==> config.mk <==
export PLATFORM = sky130hd
export DESIGN_NAME = sprot_stim_gen
export DESIGN_NICKNAME = d
export VERILOG_FILES = /design/src/rtl/sprot_pkg.sv /design/src/rtl/sprot_sat_cnt.sv /design/src/rtl/sprot_stim_gen.sv
export SDC_FILE = /design/constraint.sdc
export NUM_CORES = 1
export LEC_CHECK = 0
export BUFFER_PORTS_ARGS = -buffer_cell sky130_fd_sc_hd__buf_2
export CORE_MARGIN = 2
export CORE_UTILIZATION = 51
export CTS_CLUSTER_DIAMETER = 50
export DETAILED_ROUTE_END_ITERATION = 7
export PLACE_DENSITY_LB_ADDON = 0.3
export SYNTH_ARGS = -nofsm -noshare
export SYNTH_HDL_FRONTEND = slang
export SYNTH_HIERARCHICAL = 1
export SYNTH_SLANG_ARGS = --single-unit
==> constraint.sdc <==
create_clock -name clk -period 1.8 [get_ports clk]
set_input_delay 0.27 -clock clk [delete_from_list [all_inputs] [get_ports clk]]
set_output_delay 0.27 -clock clk [all_outputs]
set_load 0.005 [all_outputs]
==> src/rtl/sprot_pkg.sv <==
// Shared types and defaults for the sprot stimulus generator.
// Holds the FSM state encoding, the injection-mode encoding, parameter
// defaults and small decode helpers for the injection mode.
package sprot_pkg;

  localparam int unsigned LEN_W_DEF     = 8;
  localparam int unsigned GAP_CYC_DEF   = 2;
  localparam int unsigned DRAIN_CYC_DEF = 4;
  localparam int unsigned CNT_W_DEF     = 8;

  typedef enum logic [2:0] {
    S_IDLE  = 3'd0,
    S_START = 3'd1,
    S_A_PH  = 3'd2,
    S_B_PH  = 3'd3,
    S_GAP   = 3'd4,
    S_DRAIN = 3'd5,
    S_DONE  = 3'd6
  } state_e;

  typedef enum logic [1:0] {
    INJ_NONE    = 2'd0,
    INJ_DROP_A  = 2'd1,
    INJ_DROP_B  = 2'd2,
    INJ_DROP_AB = 2'd3
  } inj_e;

  // True when the injection mode suppresses the a phase.
  function automatic logic drops_a(input inj_e m);
    return (m == INJ_DROP_A) || (m == INJ_DROP_AB);
  endfunction

  // True when the injection mode suppresses the b phase.
  function automatic logic drops_b(input inj_e m);
    return (m == INJ_DROP_B) || (m == INJ_DROP_AB);
  endfunction

endpackage

==> src/rtl/sprot_sat_cnt.sv <==
// Saturating up-counter with synchronous clear.
// Ports: clk, rst (async active-high), clr_i (clear, has priority),
//        inc_i (increment, sticks at all-ones), cnt_o (current count).
module sprot_sat_cnt #(
  parameter int unsigned CNT_W = 8
) (
  input  logic             clk,
  input  logic             rst,
  input  logic             clr_i,
  input  logic             inc_i,
  output logic [CNT_W-1:0] cnt_o
);

  logic [CNT_W-1:0] cnt_q, cnt_d;

  // Next count: clear wins, increment stops at the maximum value.
  always_comb begin
    cnt_d = cnt_q;
    if (clr_i) begin
      cnt_d = '0;
    end else if (inc_i && (cnt_q != {CNT_W{1'b1}})) begin
      cnt_d = cnt_q + CNT_W'(1);
    end
  end

  always_ff @(posedge clk or posedge rst) begin
    if (rst) cnt_q <= '0;
    else     cnt_q <= cnt_d;
  end

  assign cnt_o = cnt_q;

endmodule

==> src/rtl/sprot_stim_gen.sv <==
// Burst stimulus generator for the sprot protocol checker.
// Accepts a burst request (req_valid/req_ready, req_len, req_inj), then
// drives start / a / b for each transfer with optional phase dropping,
// counts xfer_end / prot_err responses over the burst and reports them
// with a one-cycle done pulse (done_xfers / done_errs hold until the next
// acceptance). busy covers the cycle after acceptance through DONE.
module sprot_stim_gen
  import sprot_pkg::*;
#(
  parameter int unsigned LEN_W     = LEN_W_DEF,
  parameter int unsigned GAP_CYC   = GAP_CYC_DEF,
  parameter int unsigned DRAIN_CYC = DRAIN_CYC_DEF,
  parameter int unsigned CNT_W     = CNT_W_DEF
) (
  input  logic             clk,
  input  logic             rst,
  input  logic             req_valid,
  output logic             req_ready,
  input  logic [LEN_W-1:0] req_len,
  input  logic [1:0]       req_inj,
  output logic             start,
  output logic             a,
  output logic             b,
  input  logic             prot_err,
  input  logic             xfer_end,
  output logic             busy,
  output logic             done,
  output logic [CNT_W-1:0] done_xfers,
  output logic [CNT_W-1:0] done_errs
);

  localparam int unsigned CYC_MAX = (GAP_CYC > DRAIN_CYC) ? GAP_CYC : DRAIN_CYC;
  localparam int unsigned CYC_W   = (CYC_MAX < 2) ? 1 : $clog2(CYC_MAX);

  state_e           state_q, state_d;
  inj_e             inj_q, inj_d;
  logic [LEN_W-1:0] rem_q, rem_d;
  logic [CYC_W-1:0] cyc_q, cyc_d;
  logic             start_q, a_q, b_q, busy_q, done_q, ready_q;
  logic             accept;
  logic             in_window;

  // ready_q mirrors "state is IDLE", so it doubles as the handshake qualifier.
  assign accept    = req_valid && ready_q;
  assign in_window = state_q inside {S_START, S_A_PH, S_B_PH, S_GAP, S_DRAIN};

  // Next-state logic; cyc counts down the remaining GAP/DRAIN cycles.
  always_comb begin
    state_d = state_q;
    inj_d   = inj_q;
    rem_d   = rem_q;
    cyc_d   = cyc_q;
    unique case (state_q)
      S_IDLE: begin
        if (accept) begin
          rem_d   = req_len;
          inj_d   = inj_e'(req_inj);
          state_d = (req_len == '0) ? S_DONE : S_START;
        end
      end
      S_START: state_d = S_A_PH;
      S_A_PH:  state_d = S_B_PH;
      S_B_PH: begin
        rem_d = rem_q - LEN_W'(1);
        if (rem_q != LEN_W'(1)) begin
          if (GAP_CYC > 0) begin
            state_d = S_GAP;
            cyc_d   = CYC_W'(GAP_CYC - 1);
          end else begin
            state_d = S_START;
          end
        end else if (DRAIN_CYC > 0) begin
          state_d = S_DRAIN;
          cyc_d   = CYC_W'(DRAIN_CYC - 1);
        end else begin
          state_d = S_DONE;
        end
      end
      S_GAP: begin
        if (cyc_q == '0) state_d = S_START;
        else             cyc_d   = cyc_q - CYC_W'(1);
      end
      S_DRAIN: begin
        if (cyc_q == '0) state_d = S_DONE;
        else             cyc_d   = cyc_q - CYC_W'(1);
      end
      S_DONE:  state_d = S_IDLE;
      default: state_d = S_IDLE;
    endcase
  end

  // State and registered decodes of the next state.
  always_ff @(posedge clk or posedge rst) begin
    if (rst) begin
      state_q <= S_IDLE;
      inj_q   <= INJ_NONE;
      rem_q   <= '0;
      cyc_q   <= '0;
      start_q <= 1'b0;
      a_q     <= 1'b0;
      b_q     <= 1'b0;
      busy_q  <= 1'b0;
      done_q  <= 1'b0;
      ready_q <= 1'b1;
    end else begin
      state_q <= state_d;
      inj_q   <= inj_d;
      rem_q   <= rem_d;
      cyc_q   <= cyc_d;
      start_q <= (state_d == S_START);
      a_q     <= (state_d == S_A_PH) && !drops_a(inj_d);
      b_q     <= (state_d == S_B_PH) && !drops_b(inj_d);
      busy_q  <= (state_d != S_IDLE);
      done_q  <= (state_d == S_DONE);
      ready_q <= (state_d == S_IDLE);
    end
  end

  // Response counters: cleared on acceptance, counting only inside the burst window.
  sprot_sat_cnt #(.CNT_W(CNT_W)) u_cnt_xfer (
    .clk   (clk),
    .rst   (rst),
    .clr_i (accept),
    .inc_i (in_window && xfer_end),
    .cnt_o (done_xfers)
  );

  sprot_sat_cnt #(.CNT_W(CNT_W)) u_cnt_err (
    .clk   (clk),
    .rst   (rst),
    .clr_i (accept),
    .inc_i (in_window && prot_err),
    .cnt_o (done_errs)
  );

  assign req_ready = ready_q;
  assign start     = start_q;
  assign a         = a_q;
  assign b         = b_q;
  assign busy      = busy_q;
  assign done      = done_q;

endmodule
After elaboration in Yosys (flattened, before gate mapping)
Cells that the tools add are included.
{ "classes": {"n_addsub": 4, "muxes": 17, "n_eq_ne": 17, "n_reduce_logical": 24} }
{ "op_table": {"columns": ["operator", "count"], "rows": [
  ["$mux 8", 5],
  ["$pmux 3 s6", 1],
  ["$add 8x1->8 const B", 2],
  ["$ne 8x8->1 const B", 2],
  ["$pmux 8 s2", 1],
  ["$eq 3x2->1 const B", 4],
  ["$mux 3", 4],
  ["$eq 3x3->1 const B", 3],
  ["$logic_not 8->1", 1],
  ["$mux 2", 4],
  ["$ne 8x1->1 const B", 1],
  ["$reduce_bool 2->1", 4],
  ["$sub 8x1->8 const B", 1],
  ["$logic_and 1x1->1", 7],
  ["$eq 3x1->1 const B", 2],
  ["$logic_not 3->1", 2],
  ["$reduce_bool 5->1", 1],
  ["$eq 2x2->1 const B", 2],
  ["$ne 2x2->1 const B", 2],
  ["$pmux 2 s2", 1],
  ["$reduce_and 2->1", 2],
  ["$reduce_bool 3->1", 1],
  ["$eq 2x1->1 const B", 1],
  ["$logic_not 1->1", 2],
  ["5 further kinds", 6]
]} }
{ "totals": {"out_inout_bits": 22, "word_cells": 74, "in_bits": 15, "regBits": 37} }

Depth between registers and ports, before layout
Gate-level depths: netlist (run 1).
{ "depth": {"depth_word": 7, "mapped_depth": 7, "depth_no_buf": 6} }

Modules after synthesis
The synthesis (run 1) kept the hierarchy.
{ "by_module_without_submodules": {"columns": ["mod", "instances", "area_each_um2", "cells_each"], "rows": [
  ["sprot_stim_gen", 1, 1198.6, 123],
  ["sprot_sat_cnt", 2, 504.2, 49]
]} }

Worst setup path after synthesis (run 1)
OpenSTA, ideal clock, no wires.
{ "synth_path": {"path_type": "register to register", "startpoint": "register state_q[1]", "endpoint": "register u_cnt_err.cnt_q[5] (netlist: u_cnt_err/cnt_o[5])", "path_stages_with_launch": 8, "t_required_ns": 1.675, "synth_period_minus_slack_ns": 1.758, "arrival_time_ns": 1.633, "setup_time_ns": 0.125, "slack_ns": 0.042, "cell_sequence": "dfrtp_1 buf_4 nor3_2 a21oi_1 and2_1 nand4_1 a211oi_2 mux2_4"} }
{ "synth_between": {"elab_chain_len": 5, "word_cells_on_any_way": 9, "cone_classes": "eq/ne: 5; reduce/logical: 4"} }
{ "synth_lines": {"columns": ["element", "line_no", "text"], "rows": [
  ["start: declaration", "sprot_stim_gen.sv:35", "state_e state_q, state_d;"],
  ["start signal: assignment", "sprot_stim_gen.sv:106", "state_q <= state_d;"],
  ["$eq 3x1->1 (tied with other cells)", "sprot_stim_gen.sv:45", "assign in_window = state_q inside {S_START, S_A_PH, S_B_PH, S_GAP, S_DRAIN};"],
  ["$reduce_bool 5->1 (*)", "sprot_stim_gen.sv:45", null],
  ["$logic_and 1x1->1 (*)", "sprot_stim_gen.sv:132", ".inc_i (in_window && prot_err),"],
  ["$logic_and 1x1->1 (*)", "sprot_sat_cnt.sv:21", "end else if (inc_i && (cnt_q != {CNT_W{1'b1}})) begin"],
  ["$reduce_bool 2->1 (no line) (*)", null, null],
  ["end signal: assignment", "sprot_sat_cnt.sv:28", "else cnt_q <= cnt_d;"],
  ["end: declaration", "sprot_sat_cnt.sv:14", "logic [CNT_W-1:0] cnt_q, cnt_d;"]
]} }
Mark *: on every way between the ends. The rest lies on a longest branch, timed or not.
A chain may end at the register's enable or synchronous reset.

Worst setup path after layout (run 1)
{ "layout_path": {"startpoint": "register state_q[2]", "endpoint": "register u_cnt_err.cnt_q[0] (netlist: u_cnt_err/cnt_o[0])"} }
Same word-level chain as after synthesis.

==> impl_metrics.csv, run 1 <==
group,metric,value,unit
logic_synthesis,synth_top_family_by_area,"simple AND/OR/NAND/NOR gates",
clocking,cts_buffers,5,
pwr,pwr-share-clk,18.9,%
worst_setup_path,crit_type,"flip-flop to flip-flop",
timing,finalSetupViolCount,0,
timing,rsz0062_at_grt,"false",
grt,grt_max_degree,22,
logic_synthesis,synth_area_per_cell,9.987,µm²
logic_synthesis,synth-xor-area-share,0.7937,%
route,top_layer,"met4",
route,wl_met3,156,µm
worst_setup_path,path_max_fanout,4,
worst_hold_path,min_path_type,"input pin to flip-flop",
timing,hold_viol,0,
pwr,sw_frac_of_total,37.59,%
timing,max_freq,606.2,MHz
pwr,finalPower,3657,µW
timing,period_share,91.65,%
logic_synthesis,syn_area,0.002207,mm²
worst_setup_path,critPathCaptureType,"flip-flop",
cells_and_area,multi_input_area,0.001180,mm²
route,drc,0,
route,antenna_left,0,
clocking,clock-sinks,37,
route,met1Wirelength,2.147,mm
route,avgRoutedWirePerCell,14.34,µm
floorplanning,std_cell_rows,23,
logic_synthesis,synthesis.nets,241,
timing,setup_slack,150.4,ps
worst_setup_path,cp.arrival,1830,ps
timing,min_period,1650,ps
logic_synthesis,yosysSeqAreaShare,42.01,%
cells_and_area,syn_to_final_growth,16.89,%
grt,antenna_found_initial,0,
clocking,cts_root_buf,"clkbuf_8",
timing,finalMaxSlewViolations,0,
cells_and_area,final_nets,287,
timing,skew,7.562,ps
placement,dp_cells,309,
grt,gr-usage-all-layers,20.32,%
route,drt-total-wl,4.546,mm
route,num_vias,1772,
floorplanning,dieArea,0.004870,mm²
placement,dp_slack,150.0,ps
route,dr.pass1.iters,4,
logic_synthesis,synth_edf_count,0,
grt,grt_pass1_vias,1730,
placement,place.gp.congestion,0.8088,
grt,gr-total-overflow,0,
logic_synthesis,ys_types,53,
outcome,status,"finished clean",
pwr,comb_power_share,43.7,%
logic_synthesis,async_reset_ff_share,100.0,%
pwr,p_sw,1375,µW
floorplanning,io_pins,37,
placement,detailed_place_hpwl,3.357,mm
timing,worstMarginPinSlew,545.7,ps
clocking,clkLatencyLatePin,290,ps
logic_synthesis,yosys_warnings,6,
cells_and_area,diodes,0,
pwr,pwr-share-seq,37.4,%
worst_setup_path,critPathLaunchType,"flip-flop",
floorplanning,floorplan.initialDensity,54.01,%
pwr,p_per_area,1417,mW/mm²
logic_synthesis,synthAdderAreaFrac,2.834,%
pwr,p_leak,0.001255,µW
cells_and_area,final_cells,317,
clocking,clkTransAtPathRegs,70,ps
route,dr_wl_met2,2.182,mm
pwr,p_int,2282,µW
pwr,peakVddDrop,713.9,µV
logic_synthesis,muxShareOfSynthArea,6.803,%
clocking,cts_max_path_buffers,2,
run,maxCapViolCount,0,
logic_synthesis,synth_seq_cells,37,
cells_and_area,regArea,927.1,µm²
route,drt-vias-per-instance,5.590,
logic_synthesis,synth_ff_type,"dfrtp_1",
route,drt-initial-drc-count,146,
grt,grt_pass1_wl,7.969,mm
logic_synthesis,synth_compound_area_share,16.95,%
logic_synthesis,synth-simple-area-share,26.08,%
logic_synthesis,netlist_instances,221,
floorplanning,core,0.004086,mm²
timing,slew_headroom,63.29,%
placement,port-buffer-count,36,
clocking,cts_max_level,2,
worst_setup_path,cp.required,1980,ps
clocking,cts_tree,"yes",
cells_and_area,drive_above_1_share,30.71,%
timing,setup_tns,0,ps
floorplanning,die_w,69.79,µm
floorplanning,die_h,69.79,µm
cells_and_area,fillCellCount,358,
-- power groups by stage --
stage | combinational [µW] | sequential [µW] | clock [µW]
global route | 1800 | 1410 | 750
detailed placement | 1600 | 1370 | 0
CTS | 1610 | 1370 | 714
global placement | 1570 | 1360 | 0
finish | 1600 | 1370 | 691
floorplan | 1150 | 1340 | 0
-- synthesized netlist by cell type (3+ instances only) --
cell type | n | area (µm²)
a211oi_2 | 3 | 37.54
a21oi_1 | 13 | 65.06
a21oi_2 | 5 | 43.79
and2_1 | 3 | 18.77
buf_6 | 3 | 33.78
dfrtp_1 | 36 | 900.9
ha_1 | 5 | 62.56
inv_1 | 11 | 41.29
mux2_4 | 8 | 120.1
mux2i_1 | 3 | 30.03
nand2_1 | 25 | 93.84
nand2b_1 | 4 | 25.02
nand3_1 | 10 | 50.05
nand4_1 | 5 | 31.28
nor2_1 | 15 | 56.30
nor2b_1 | 10 | 62.56
nor3_1 | 4 | 20.02
o211ai_1 | 4 | 30.03
o21ai_0 | 3 | 15.01
-- placed cells by master, fill, tap and decap left out, types with 3 or more instances in the layout --
master / n
nand3_1: 10
o21ai_0: 3
o211ai_1: 4
nor2b_1: 10
a211oi_2: 3
inv_1: 11
ha_1: 5
a21oi_2: 5
a21oi_1: 13
mux2i_1: 3
mux2_4: 8
buf_4: 10
nand4_1: 5
dfrtp_1: 36
clkbuf_8: 5
and2_1: 3
buf_2: 36
nor2_1: 15
nor3_1: 4
nand2b_1: 4
nand2_1: 25
-- worst max-delay path, cell delays in order, from the launching register on --
cell	delay [ps]
dfrtp_1	410
nor3_2	240
a21oi_1	80
and2_1	180
buf_4	140
a21boi_2	170
mux2_4	310
-- logic make-up (layout without fill, tap and decap cells) --
logic type | count (synthesis) | count (layout)
XOR/XNOR | 2 | 2
AO/OA/AOI/OAI | 47 | 47
AND/OR/NAND/NOR | 100 | 100
multiplexers | 11 | 11
buffers and inverters | 19 | 65
adder cells (fa/ha/maj) | 5 | 5
flip-flops | 37 | 37
-- worst paths after layout --
path | from | to | slack [ps] | cells past startpoint
worst max-delay path | state_q[2]$_DFF_PP0_ | u_cnt_err/cnt_o[0]$_DFFE_PP0P_ | 150 | 6
worst min-delay path | req_inj[1] | inj_q[1]$_DFF_PP0_ | 170 | 3
worst max register to register | state_q[2]$_DFF_PP0_ | u_cnt_err/cnt_o[0]$_DFFE_PP0P_ | 150 | 6
worst min register to register | inj_q[0]$_DFF_PP0_ | a$_DFF_PP0_ | 450 | 1
max in group asynchronous | rst | req_ready$_DFF_PP1_ | 930 | 4
min in group asynchronous | rst | u_cnt_xfer/cnt_o[1]$_DFFE_PP0P_ | 490 | 3
-- per-stage QoR --
step           instance area (µm²)  utilization, %  hold slack, ps
2_1_floorplan                 2207               -           85.66
3_3_place_gp                  2466           60.35           259.4
3_5_place_dp                  2466           60.35           258.6
4_1_cts                       2580           63.14           167.4
5_1_grt                       2580           63.14           179.3
6_report                      2580           63.14           171.7
-- metal layers --
metal | track usage (%) | up-vias
met4 | 7.906 | 0
met3 | 3.924 | 7
met2 | 31.53 | 34
met5 | 0 | -
met1 | 28.04 | 845
li1 | - | 886
-- layout make-up --
type	count	area share (%)
inverter	11	1.600
sequential	37	35.94
clock inverter	2	1.358
timing repair buffer	47	10.28
tap	50	2.425
multi-input combinational	165	45.73
clock buffer	5	2.667
-- repair_timing --
action,in CTS,in global routing
setup buffers,0,0
hold buffers,1,0
setup endpoints to repair,0,2
hold endpoints to repair,16,0
gates resized for setup,0,0
-- state kept, by name (all words and copies together) (netlist names) --
| name | count |
|---|---|
| done | 1 |
| req_ready | 1 |
| a | 1 |
| u_cnt_xfer/cnt_o | 8 |
| state_q | 3 |
| rem_q | 8 |
| b | 1 |
| inj_q | 2 |
| start | 1 |
| u_cnt_err/cnt_o | 8 |
| busy | 1 |
| cyc_q | 2 |
Power figures use the tool's default switching activity.
==> inputs of run 2 (changes only) <==
--- a/config.mk
+++ b/config.mk
@@ -8,9 +8,9 @@
 export BUFFER_PORTS_ARGS = -buffer_cell sky130_fd_sc_hd__buf_2
 export CORE_MARGIN = 2
 export CORE_UTILIZATION = 51
-export CTS_CLUSTER_DIAMETER = 50
 export DETAILED_ROUTE_END_ITERATION = 7
 export PLACE_DENSITY_LB_ADDON = 0.3
+export SKIP_CTS_REPAIR_TIMING = 1
 export SYNTH_ARGS = -nofsm -noshare
 export SYNTH_HDL_FRONTEND = slang
 export SYNTH_HIERARCHICAL = 1
==> constraint.sdc (replaced) <==
create_clock -name clk -period 1.8 [get_ports clk]
set_input_delay 0.36 -clock clk [delete_from_list [all_inputs] [get_ports clk]]
set_output_delay 0.36 -clock clk [all_outputs]
set_load 0.005 [all_outputs]
==> run 2 against run 1 <==
  * Clock skew grew 0.88 ps
  * Final cell count grew 0.63%
  * Core utilization grew 0.52 points
  * Sequential power is essentially flat
  * Non-clock buffer count grew 1
  * Global-route usage shrank 0.47 points
  * Critical path type unchanged
  * Critical endpoint is now u_cnt_err/cnt_o[5]$_DFFE_PP0P_
  * Highest routed layer unchanged
==> impl_metrics.csv, run 2 (synthesis results as in run 1) <==
group,metric,value,unit
pwr,sw_frac_of_total,37.50,%
worst_setup_path,critPathBufInv,0,
route,num_vias,1799,
pwr,pwr-share-seq,36.6,%
worst_setup_path,path_depth,6,
timing,max_freq,599.2,MHz
route,drt-vias-per-instance,5.639,
route,drt-initial-drc-count,92,
cells_and_area,fillCellCount,351,
grt,grt_max_degree,14,
pwr,comb_power_share,43.0,%
cells_and_area,regArea,927.1,µm²
cells_and_area,final_cells,319,
clocking,cts_tree,"yes",
cells_and_area,drive_above_1_share,31.60,%
pwr,p_sw,1398,µW
route,drt-total-wl,4.594,mm
worst_setup_path,critPathCaptureType,"flip-flop",
grt,antenna_found_initial,0,
worst_setup_path,ff2ff_path_depth,6,
worst_setup_path,critPathTopFamily,"simple AND/OR/NAND/NOR gates",
placement,place.gp.congestion,0.7969,
cells_and_area,final_nets,288,
worst_setup_path,critPathLaunchType,"flip-flop",
cells_and_area,multi_input_area,0.001180,mm²
placement,detailed_place_hpwl,3.405,mm
worst_setup_path,r2r_slack,130,ps
clocking,cts_max_level,2,
worst_setup_path,cp.arrival,1860,ps
timing,period_share,92.71,%
route,antenna_left,0,
worst_hold_path,min_path_type,"input pin to asynchronous set/reset pin",
route,avgRoutedWirePerCell,14.40,µm
placement,port-buffer-count,36,
floorplanning,floorplan.initialDensity,54.01,%
clocking,clock-sinks,37,
timing,finalMaxSlewViolations,0,
cells_and_area,syn_to_final_growth,17.86,%
timing,worstMarginPinSlew,451.5,ps
cells_and_area,diodes,0,
timing,setup_tns,0,ps
route,drc,0,
floorplanning,die_h,69.79,µm
pwr,p_per_area,1434,mW/mm²
worst_setup_path,r2r_start,"state_q[2]$_DFF_PP0_",
run,maxCapViolCount,0,
worst_setup_path,reg2reg_to,"u_cnt_err/cnt_o[5]$_DFFE_PP0P_",
cells_and_area,final_cell_mix,"dfrtp_1, buf_2, nand2_1",
clocking,clkLatencyLatePin,290,ps
grt,gr-total-overflow,0,
pwr,p_int,2331,µW
floorplanning,core,0.004086,mm²
pwr,p_leak,0.001265,µW
floorplanning,dieArea,0.004870,mm²
pwr,peakVddDrop,678.7,µV
timing,rsz0062_at_grt,"false",
timing,finalSetupViolCount,0,
clocking,cts_buffers,5,
worst_setup_path,path_cells,"nor3_2, a21oi_1, and2_1, nand4_1, a211oi_2, mux2_4",
outcome,status,"finished clean",
worst_setup_path,cpPeakStageDelay,390,ps
floorplanning,io_pins,37,
floorplanning,std_cell_rows,23,
placement,dp_cells,311,
clocking,clkTransAtPathRegs,80,ps
grt,gr-usage-all-layers,19.85,%
grt,grt_pass1_wl,7.921,mm
grt,grt_pass1_vias,1751,
timing,hold_viol,0,
timing,slew_headroom,69.65,%
worst_setup_path,path_max_fanout,4,
clocking,cts_root_buf,"clkbuf_8",
timing,skew,8.442,ps
worst_setup_path,crit_type,"flip-flop to flip-flop",
worst_setup_path,cp_slowest_cell,"dfrtp_1",
worst_setup_path,cp.required,1990,ps
floorplanning,die_w,69.79,µm
clocking,cts_max_path_buffers,2,
timing,min_period,1669,ps
route,dr.pass1.iters,4,
pwr,pwr-share-clk,20.4,%
==> run 2: layout make-up <==
type                    count  share of cell area, %
clock buffers               6                  3.175
clock inverters             2                  1.443
inverters                  11                  1.587
multi-input cells         165                  45.36
flip-flops and latches     37                  35.64
well taps                  50                  2.405
repair buffers             48                  10.39
==> run 2: per-layer routing <==
layer  wire [µm]  vias up  share of wire [%]  track usage (%)
met2        2231       33                 49            33.23
li1            -      889                  -                -
met3         198        6                4.3            4.942
met4          45        0               0.98            4.060
met5           0        -                  0                0
met1        2119      871                 46            26.14
==> run 2: worst max path at each step <==
stage                                     from                              end  slack, ps
after floorplan           state_q[1]$_DFF_PP0_   u_cnt_err/cnt_o[5]$_DFFE_PP0P_         40
after global placement    state_q[1]$_DFF_PP0_  u_cnt_xfer/cnt_o[5]$_DFFE_PP0P_        190
after detailed placement  state_q[2]$_DFF_PP0_  u_cnt_xfer/cnt_o[5]$_DFFE_PP0P_        140
after CTS                 state_q[2]$_DFF_PP0_  u_cnt_xfer/cnt_o[5]$_DFFE_PP0P_        120
after global routing      state_q[2]$_DFF_PP0_   u_cnt_err/cnt_o[5]$_DFFE_PP0P_          1
final                     state_q[2]$_DFF_PP0_   u_cnt_err/cnt_o[5]$_DFFE_PP0P_        130
==> run 2: worst register-to-register path: cells and delay by family, from the launching register on <==
kind | cells | cell delay [ps]
simple gates | 3 | 440
compound gates | 2 | 420
flops | 1 | 390
mux | 1 | 320
==> run 2: power groups by stage <==
stage	Combinational [µW]	Clock, µW	Sequential [µW]
finish	1600	760	1360
global route	1810	812	1400
CTS	1610	778	1360
detailed placement	1600	0	1370
global placement	1570	0	1360
floorplan	1150	0	1340
==> run 2: metrics by stage <==
step | setup WS, ps | power, µW | util [%] | area, µm² | hold WS, ps
6_report | 131.2 | 3729 | 63.66 | 2601 | 12.00
5_1_grt | 1.357 | 4016 | 63.66 | 2601 | 46.68
2_1_floorplan | 42.22 | 2490 | - | 2207 | 175.7
3_5_place_dp | 141.2 | 2969 | 60.72 | 2481 | 341.0
3_3_place_gp | 188.4 | 2936 | 60.72 | 2481 | 337.7
4_1_cts | 120.1 | 3749 | 63.66 | 2601 | 20.42
